$ cat src/rtl/eth_pcs_rx_block_lock.sv
// 10GBASE-R receive block-lock controller: hunts for 64/66 alignment by slipping
// the gearbox on bad sync headers, then holds lock until too many headers go bad.
module eth_pcs_rx_block_lock #(
  parameter int SH_VAL_TH   = 64,
  parameter int SH_INVAL_TH = 16,
  parameter int SLIP_WAIT   = 2,
  parameter int W_SYNC      = 2
) (
  input  logic              i_clk,
  input  logic              i_rst_n,
  input  logic              i_signal_ok,
  input  logic              i_hdr_valid,
  input  logic [W_SYNC-1:0] i_sync_hdr,
  output logic              o_slip,
  output logic              o_block_lock,
  output logic              o_lock_lost,
  output logic [1:0]        o_dbg_state
);

  // Handshake: i_hdr_valid is a one-cycle strobe with no back-pressure; a header
  // is consumed on every clock edge where i_hdr_valid=1. o_slip is a request
  // pulse the gearbox must act on; there is no acknowledge.

  localparam int SH_W  = $clog2(SH_VAL_TH) + 1;
  localparam int INV_W = $clog2(SH_INVAL_TH) + 1;
  localparam int WT_W  = 4;

  localparam logic [SH_W-1:0]  SH_MAX   = SH_W'(SH_VAL_TH);
  localparam logic [INV_W-1:0] INV_MAX  = INV_W'(SH_INVAL_TH);
  localparam logic [WT_W-1:0]  WAIT_MAX = WT_W'(SLIP_WAIT);

  typedef enum logic [1:0] {
    ST_LOCK_INIT = 2'd0,
    ST_TEST_SH   = 2'd1,
    ST_SLIP_WAIT = 2'd2
  } state_e;

  state_e             state_q, state_d;
  logic [SH_W-1:0]    sh_cnt_q, sh_cnt_d, sh_nxt;
  logic [INV_W-1:0]   inv_cnt_q, inv_cnt_d, inv_nxt;
  logic [WT_W-1:0]    wait_cnt_q, wait_cnt_d, wait_nxt;
  logic               slip_q, slip_d;
  logic               lock_q, lock_d;
  logic               lost_q, lost_d;
  logic               hdr_ok;

  assign hdr_ok = (i_sync_hdr == W_SYNC'(1)) || (i_sync_hdr == W_SYNC'(2));

  always_ff @(posedge i_clk) begin
    if (!i_rst_n) begin
      state_q    <= ST_LOCK_INIT;
      sh_cnt_q   <= '0;
      inv_cnt_q  <= '0;
      wait_cnt_q <= '0;
      slip_q     <= 1'b0;
      lock_q     <= 1'b0;
      lost_q     <= 1'b0;
    end else begin
      state_q    <= state_d;
      sh_cnt_q   <= sh_cnt_d;
      inv_cnt_q  <= inv_cnt_d;
      wait_cnt_q <= wait_cnt_d;
      slip_q     <= slip_d;
      lock_q     <= lock_d;
      lost_q     <= lost_d;
    end
  end

  always_comb begin
    state_d    = state_q;
    sh_cnt_d   = sh_cnt_q;
    inv_cnt_d  = inv_cnt_q;
    wait_cnt_d = wait_cnt_q;
    slip_d     = 1'b0;
    lock_d     = lock_q;
    lost_d     = 1'b0;
    sh_nxt     = sh_cnt_q + SH_W'(1);
    inv_nxt    = inv_cnt_q + (hdr_ok ? INV_W'(0) : INV_W'(1));
    wait_nxt   = wait_cnt_q + WT_W'(1);

    if (!i_signal_ok) begin
      state_d    = ST_LOCK_INIT;
      sh_cnt_d   = '0;
      inv_cnt_d  = '0;
      wait_cnt_d = '0;
      lock_d     = 1'b0;
      lost_d     = lock_q;
    end else begin
      case (state_q)
        ST_LOCK_INIT: begin
          state_d    = ST_TEST_SH;
          sh_cnt_d   = '0;
          inv_cnt_d  = '0;
          wait_cnt_d = '0;
        end

        ST_TEST_SH: begin
          if (i_hdr_valid) begin
            if (!lock_q) begin
              if (!hdr_ok) begin
                slip_d    = 1'b1;
                sh_cnt_d  = '0;
                inv_cnt_d = '0;
                state_d   = ST_SLIP_WAIT;
              end else if (sh_nxt == SH_MAX) begin
                lock_d    = 1'b1;
                sh_cnt_d  = '0;
                inv_cnt_d = '0;
              end else begin
                sh_cnt_d = sh_nxt;
              end
            end else begin
              // Loss of lock wins over a window that closes on the same header.
              if (inv_nxt == INV_MAX) begin
                lock_d    = 1'b0;
                lost_d    = 1'b1;
                slip_d    = 1'b1;
                sh_cnt_d  = '0;
                inv_cnt_d = '0;
                state_d   = ST_SLIP_WAIT;
              end else if (sh_nxt == SH_MAX) begin
                sh_cnt_d  = '0;
                inv_cnt_d = '0;
              end else begin
                sh_cnt_d  = sh_nxt;
                inv_cnt_d = inv_nxt;
              end
            end
          end
        end

        ST_SLIP_WAIT: begin
          // Exactly SLIP_WAIT strobes are discarded while the gearbox realigns.
          if (WAIT_MAX == '0) begin
            state_d    = ST_TEST_SH;
            wait_cnt_d = '0;
          end else if (i_hdr_valid) begin
            if (wait_nxt == WAIT_MAX) begin
              state_d    = ST_TEST_SH;
              wait_cnt_d = '0;
            end else begin
              wait_cnt_d = wait_nxt;
            end
          end
        end

        default: begin
          state_d    = ST_LOCK_INIT;
          sh_cnt_d   = '0;
          inv_cnt_d  = '0;
          wait_cnt_d = '0;
          lock_d     = 1'b0;
        end
      endcase
    end
  end

  assign o_slip       = slip_q;
  assign o_block_lock = lock_q;
  assign o_lock_lost  = lost_q;
  assign o_dbg_state  = state_q;

endmodule

$ cat config.mk
export PLATFORM = sky130hd
export DESIGN_NAME = eth_pcs_rx_block_lock
export DESIGN_NICKNAME = d
export VERILOG_FILES = /design/src/rtl/eth_pcs_rx_block_lock.sv
export SDC_FILE = /design/constraint.sdc
export NUM_CORES = 1
export LEC_CHECK = 0
export ABC_AREA = 0
export ABC_CLOCK_PERIOD_IN_PS = 6200
export BUFFER_PORTS_ARGS = -buffer_cell sky130_fd_sc_hd__buf_2
export CORE_MARGIN = 1
export CORE_UTILIZATION = 60
export CTS_CLUSTER_DIAMETER = 50
export DETAILED_ROUTE_END_ITERATION = 8
export PLACE_DENSITY = 0.77
export SLEW_MARGIN = 20
export SYNTH_ARGS = -nofsm -noshare
export SYNTH_HDL_FRONTEND = slang
export SYNTH_SLANG_ARGS = --single-unit
$ cat constraint.sdc
create_clock -name i_clk -period 6.2 [get_ports i_clk]
set_clock_uncertainty 0.1 [all_clocks]
set_input_delay 1.24 -clock i_clk [delete_from_list [all_inputs] [get_ports i_clk]]
set_output_delay 1.24 -clock i_clk [all_outputs]
set_load 0.005 [all_outputs]
Word-level counts from Yosys, hierarchy flattened

Index checks and enable logic that the tools add are counted.

Flip-flop bits (word level): 21
Output and inout bits: 5
Word-level logic and storage cells: 73
Input port bits: 6

$add $sub $neg: 3
Reduce and logical (&&, ||, !) cells: 10
Equality and inequality tests: 13
Mux-type cells: 37
Bitwise gates (word level): 3

Operator list:

| kind                                                | number |
|---|---|
| two-way mux 7 bit                                   | 5 |
| two-way mux 5 bit                                   | 6 |
| one-hot mux 7 bit (2 select lines)                  | 1 |
| two-way mux 1 bit                                   | 13 |
| two-way mux 2 bit                                   | 6 |
| one-hot mux 5 bit (2 select lines)                  | 1 |
| two-way mux 4 bit                                   | 2 |
| one-hot mux 4 bit (2 select lines)                  | 1 |
| AND reduction 2 bit                                 | 4 |
| adder 7 x 1 -> 7 bit, second input constant         | 1 |
| equality test 7 bit, second input constant          | 1 |
| != test 2 bit, second input constant                | 3 |
| != test 3 bit, second input constant                | 2 |
| one-hot mux 2 bit (3 select lines)                  | 1 |
| adder 5 x 1 -> 5 bit                                | 1 |
| equality test 5 bit, second input constant          | 1 |
| AND reduction 5 bit                                 | 1 |
| adder 4 x 1 -> 4 bit, second input constant         | 1 |
| equality test 2 x 1 -> 1 bit, second input constant | 2 |
| equality test 2 bit, second input constant          | 2 |
| equality test 4 x 2 -> 1 bit, second input constant | 1 |
| != test 4 bit, second input constant                | 1 |
| AND reduction 4 bit                                 | 1 |
| NOT 1 bit                                           | 3 |
| 5 further kinds                                     | 5 |

Logic depth before layout (Yosys ltp)

Depth in word-level cells: 10
Depth in mapped cells: 10
Gate-level depth less buffers: 10

Worst setup path after synthesis

OpenSTA, ideal clock, no wires.

Kind: input -> register
Start: input i_sync_hdr[1]
End: register sh_cnt_q[1]
Path slack: 3.058 ns
Data arrival time: 2.925 ns
Buffers on the path: 0
Stages on the path: 8
Path through: xor2_1 > inv_1 > ha_1 > ha_1 > nor4b_1 > a31o_2 > nor3_2 > a32o_1

Cells in the longest elaborated chain, start to end: 9
Elaborated cells on any way between the ends: 11
Classes of those cells: add/sub: 1; eq/ne: 3; mux: 6; reduce/logical: 1

RTL lines:

| item                                                                | RTL line | text |
|---|---|---|
| start, declared                                                     | 13       | `input logic [W_SYNC-1:0] i_sync_hdr,` |
| equality test 2 x 1 -> 1 bit or equality test 2 bit (tied branches) | 47       | `assign hdr_ok = (i_sync_hdr == W_SYNC'(1)) \|\| (i_sync_hdr == W_SYNC'(2));` |
| logical OR 1 bit (*)                                                | 47       |  |
| two-way mux 1 bit                                                   | 78       | `inv_nxt = inv_cnt_q + (hdr_ok ? INV_W'(0) : INV_W'(1));` |
| adder 5 x 1 -> 5 bit                                                | 78       |  |
| equality test 5 bit                                                 | 114      | `if (inv_nxt == INV_MAX) begin` |
| two-way mux 7 bit                                                   | 114      |  |
| two-way mux 7 bit (*)                                               | 99       | `if (!lock_q) begin` |
| two-way mux 7 bit (*)                                               | 98       | `if (i_hdr_valid) begin` |
| one-hot mux 7 bit (2 select lines) (*)                              | 89       | `case (state_q)` |
| end signal, assigned                                                | 60       | `sh_cnt_q <= sh_cnt_d;` |
| end, declared                                                       | 39       | `logic [SH_W-1:0] sh_cnt_q, sh_cnt_d, sh_nxt;` |

Every way passes the cells marked *; elsewhere a longest branch is shown, timed or not. The select of a mux whose other input is x is not followed.
A chain may end at the register's enable or synchronous reset.

Worst setup path after layout

Ends and elaborated chain as after synthesis.

==> out/summary.txt <==
result of the run - complete, no violations
Worst path most repeated cell - sky130_fd_sc_hd__ha_1
Highest Clock Rate - 0.308 GHz
number of I/O pins - 11
Synth Net Count - 163
Worst path max stage delay - 0.43 ns
residual overflow from global routing - 0
number of global-route vias before repair - 1,025
count of pins over their slew limit - 0
wirelength, routed - 2500 um
detailed-placement wirelength estimate - 1900 um
path type of the worst min-delay path - flip-flop to flip-flop
buffers inserted during post-CTS setup optimization - 0
CTS-repair resized insts - 0
Row Count - 16
source-to-sink clock delay at the later pin of the worst-skew pair - 0.30 ns
unrepaired setup endpoints after global routing - no
number of enable-type register cells in the synthesized netlist - 0
CTS tree - yes
largest net degree at the start of global routing - 14
startpoint type of the worst setup path - input port
CTS Hold Buffers Added - 0
Setup TNS - 0 ns
count of cell instances traversed by the critical path - 9
Unique masters post-synth - 44
worst hold start - inv_cnt_q[0]
number of hold violations in the final report - 0
Crit path arrival time - 3.34 ns
Synth Area per Inst - 8.12 um^2
Overall Global Routing Usage - 25.9%
count of nets left with antenna violations after detail routing - 0
die boundary height - 47.3 um
layout net count - 176
post-route fraction of the period consumed by the critical path - 52.3%
register bit total from synthesis - 21
number of buffer and inverter instances along the worst setup path - 2
number of placed instances, taps included - 187
Peak supply drop - 130 uV
Core Box Area - 1940 um^2
weighted congestion reported at the end of routability-driven placement - 0.852
worst rel slew slack - 66.7%
kind of critical path - input port to flip-flop
hold depth - 2
number of buffers inserted during clock tree synthesis - 3
ys async rst share - 0%
area added between synthesis and finish - 8.42%
register-to-register setup slack - 4.04 ns
slowest stage cell on the critical path - sky130_fd_sc_hd__nor4b_1
chip width - 47.3 um
area share of the largest cell type after synthesis - 34.1%
leading cell types by total area after synthesis - sky130_fd_sc_hd__dfxtp_1 34%, sky130_fd_sc_hd__nand2_1 6.7%, sky130_fd_sc_hd__ha_1 5.1%
critical path capture point type - flip-flop
dominant synthesized flop cell - sky130_fd_sc_hd__dfxtp_1
critical-path maximum fanout - 6
number of antenna violations at the first check in global routing - 0
Final Setup Violations - 0
post-DR vias/cell - 5.98
Power Density - 167 nW/um^2
Port-buffer cells - 10
post-layout minimum cycle time - 3.24 ns
number of H-tree levels - 1
leading cell types in the layout, fill and taps excluded - 22 x sky130_fd_sc_hd__nand2_1, 21 x sky130_fd_sc_hd__dfxtp_1
final routed DRC violation total - 0
Max-cap violations - 0
Register-to-Register Path Depth - 6
Initial Utilization - 63.5%
clk buf depth - 2
number of standard cells after synthesis - 152
fill cell count - 192
crit path cell chain - buf_2 -> xor2_1 -> inv_1 -> ha_1 -> ha_1 -> nor4b_1 -> a31o_2 -> nor3_2 -> a32o_1
start of the worst register-to-register path - inv_cnt_q[0]
Routed wire per std cell - 13.1 um
first-pass GRT wire length - 4230 um
count of placed standard cells in the final layout, fillers left out - 191
total number of vias - 1,143
Static Leak - 0.475 nW
full die area - 2240 um^2
cell area after synthesis - 1230 um^2
count of clock tree sinks - 21
Largest delay share family, worst path - adder cells
area of combinational cells with multiple inputs - 787 um^2
total area of sequential cells - 420 um^2
root buffer selected by CTS - sky130_fd_sc_hd__clkbuf_4
clock slew at reported path FFs - 0.12 ns
endpoint with the worst hold slack - inv_cnt_q[0]
Worst R2R End - sh_cnt_q[1]
detailed-routing iteration count for the pre-antenna-repair pass - 4
data required time of the critical path - 6.30 ns
number of antenna diodes - 0
sequential element share of the synthesized area - 34.1%
Yosys top cell by area - sky130_fd_sc_hd__dfxtp_1
layout cell share with drive strength beyond 1 - 13.4%
total power of the final layout - 0.000223 W
violation count after the first detailed-routing iteration - 41
most common cell after layout, fill and taps aside - sky130_fd_sc_hd__nand2_1
transition time at the pin with the least slew margin - 0.498 ns
synthesis warning total - 0
-- synthesized netlist by cell type (2+ instances only) --
cell type	number
sky130_fd_sc_hd__nor2_1	10
sky130_fd_sc_hd__a211oi_1	2
sky130_fd_sc_hd__nand2b_1	5
sky130_fd_sc_hd__o21ai_0	10
sky130_fd_sc_hd__or4b_1	2
sky130_fd_sc_hd__and4b_1	2
sky130_fd_sc_hd__clkbuf_1	2
sky130_fd_sc_hd__a21oi_1	10
sky130_fd_sc_hd__nor3_1	2
sky130_fd_sc_hd__and2_1	2
sky130_fd_sc_hd__dfxtp_1	21
sky130_fd_sc_hd__inv_1	5
sky130_fd_sc_hd__nand4_1	2
sky130_fd_sc_hd__nor2b_1	2
sky130_fd_sc_hd__xnor2_1	2
sky130_fd_sc_hd__and3_1	3
sky130_fd_sc_hd__nand2_1	22
sky130_fd_sc_hd__nand3_1	9
sky130_fd_sc_hd__o22ai_1	4
sky130_fd_sc_hd__a31oi_1	6
sky130_fd_sc_hd__ha_1	5
sky130_fd_sc_hd__xor2_1	2
-- cell families (layout without fill, tap and decap cells) --
family | after synthesis | count (layout) | synth area share [%]
AND/OR/NAND/NOR | 72 | 72 | 32.4
multiplexers | 1 | 1 | 0.811
buffers and inverters | 7 | 19 | 2.13
XOR/XNOR | 4 | 4 | 2.84
AO/OA/AOI/OAI | 42 | 42 | 22.7
flip-flops | 21 | 21 | 34.1
adder cells (fa/ha/maj) | 5 | 5 | 5.07
-- state kept, by name (all words and copies together) (netlist names) --
| register | count |
|---|---|
| inv_cnt_q | 5 |
| o_block_lock | 1 |
| o_dbg_state | 2 |
| wait_cnt_q | 4 |
| sh_cnt_q | 7 |
| o_lock_lost | 1 |
| o_slip | 1 |
-- worst min-delay path, delay by kind of cell (launching register included) --
| family | cells | cell delay [ns] |
|---|---|---|
| AO/OA/AOI/OAI | 1 | 0.05 |
| flip-flops | 1 | 0.34 |
| AND/OR/NAND/NOR | 1 | 0.05 |
-- cell type report --
class	instances	share of cell area, %
multi-input cells	124	58.8
flip-flops and latches	21	31.4
repair buffers	10	3.74
well taps	27	2.53
clock buffers	3	1.68
inverters	5	1.40
clock inverters	1	0.374
-- through the flow --
step	hold WS, ns	utilization (%)	worst slack [ns]	cell area [um^2]
after detailed placement	0.354	67.5	2.72	1310
after floorplan	0.336	-	3.06	1230
after global routing	0.406	68.9	2.88	1340
after CTS	0.373	68.9	3.05	1340
final	0.373	68.9	2.96	1340
after global placement	0.355	67.5	2.80	1310
-- power breakdown --
group	total, W	internal (W)	switching (W)	leakage (nW)
Combinational	0.0000205	0.00000753	0.0000130	0.288
Sequential	0.000137	0.000136	0.00000114	0.169
Clock	0.0000661	0.0000240	0.0000421	0.0177
Total	0.000223	0.000167	0.0000562	0.475
-- per-layer routing --
layer / part of all wire (%) / global-route usage (%) / up-vias
li1: - / - / 591
met2: 47 / 41.6 / 28
met5: 0 / 0 / -
met4: 0.32 / 6.29 / 0
met1: 48 / 35.8 / 522
met3: 4.3 / 4.62 / 2
-- worst max-delay path by stage --
stage                  startpoint           to  slack [ns]
floorplan           i_sync_hdr[1]  sh_cnt_q[1]        3.06
global placement    i_sync_hdr[1]  sh_cnt_q[1]        2.80
detailed placement  i_sync_hdr[1]  sh_cnt_q[1]        2.72
CTS                 i_sync_hdr[1]  sh_cnt_q[1]        3.05
global route        i_sync_hdr[1]  sh_cnt_q[6]        2.88
finish              i_sync_hdr[1]  sh_cnt_q[1]        2.96
(Power assumes the default switching activity.)
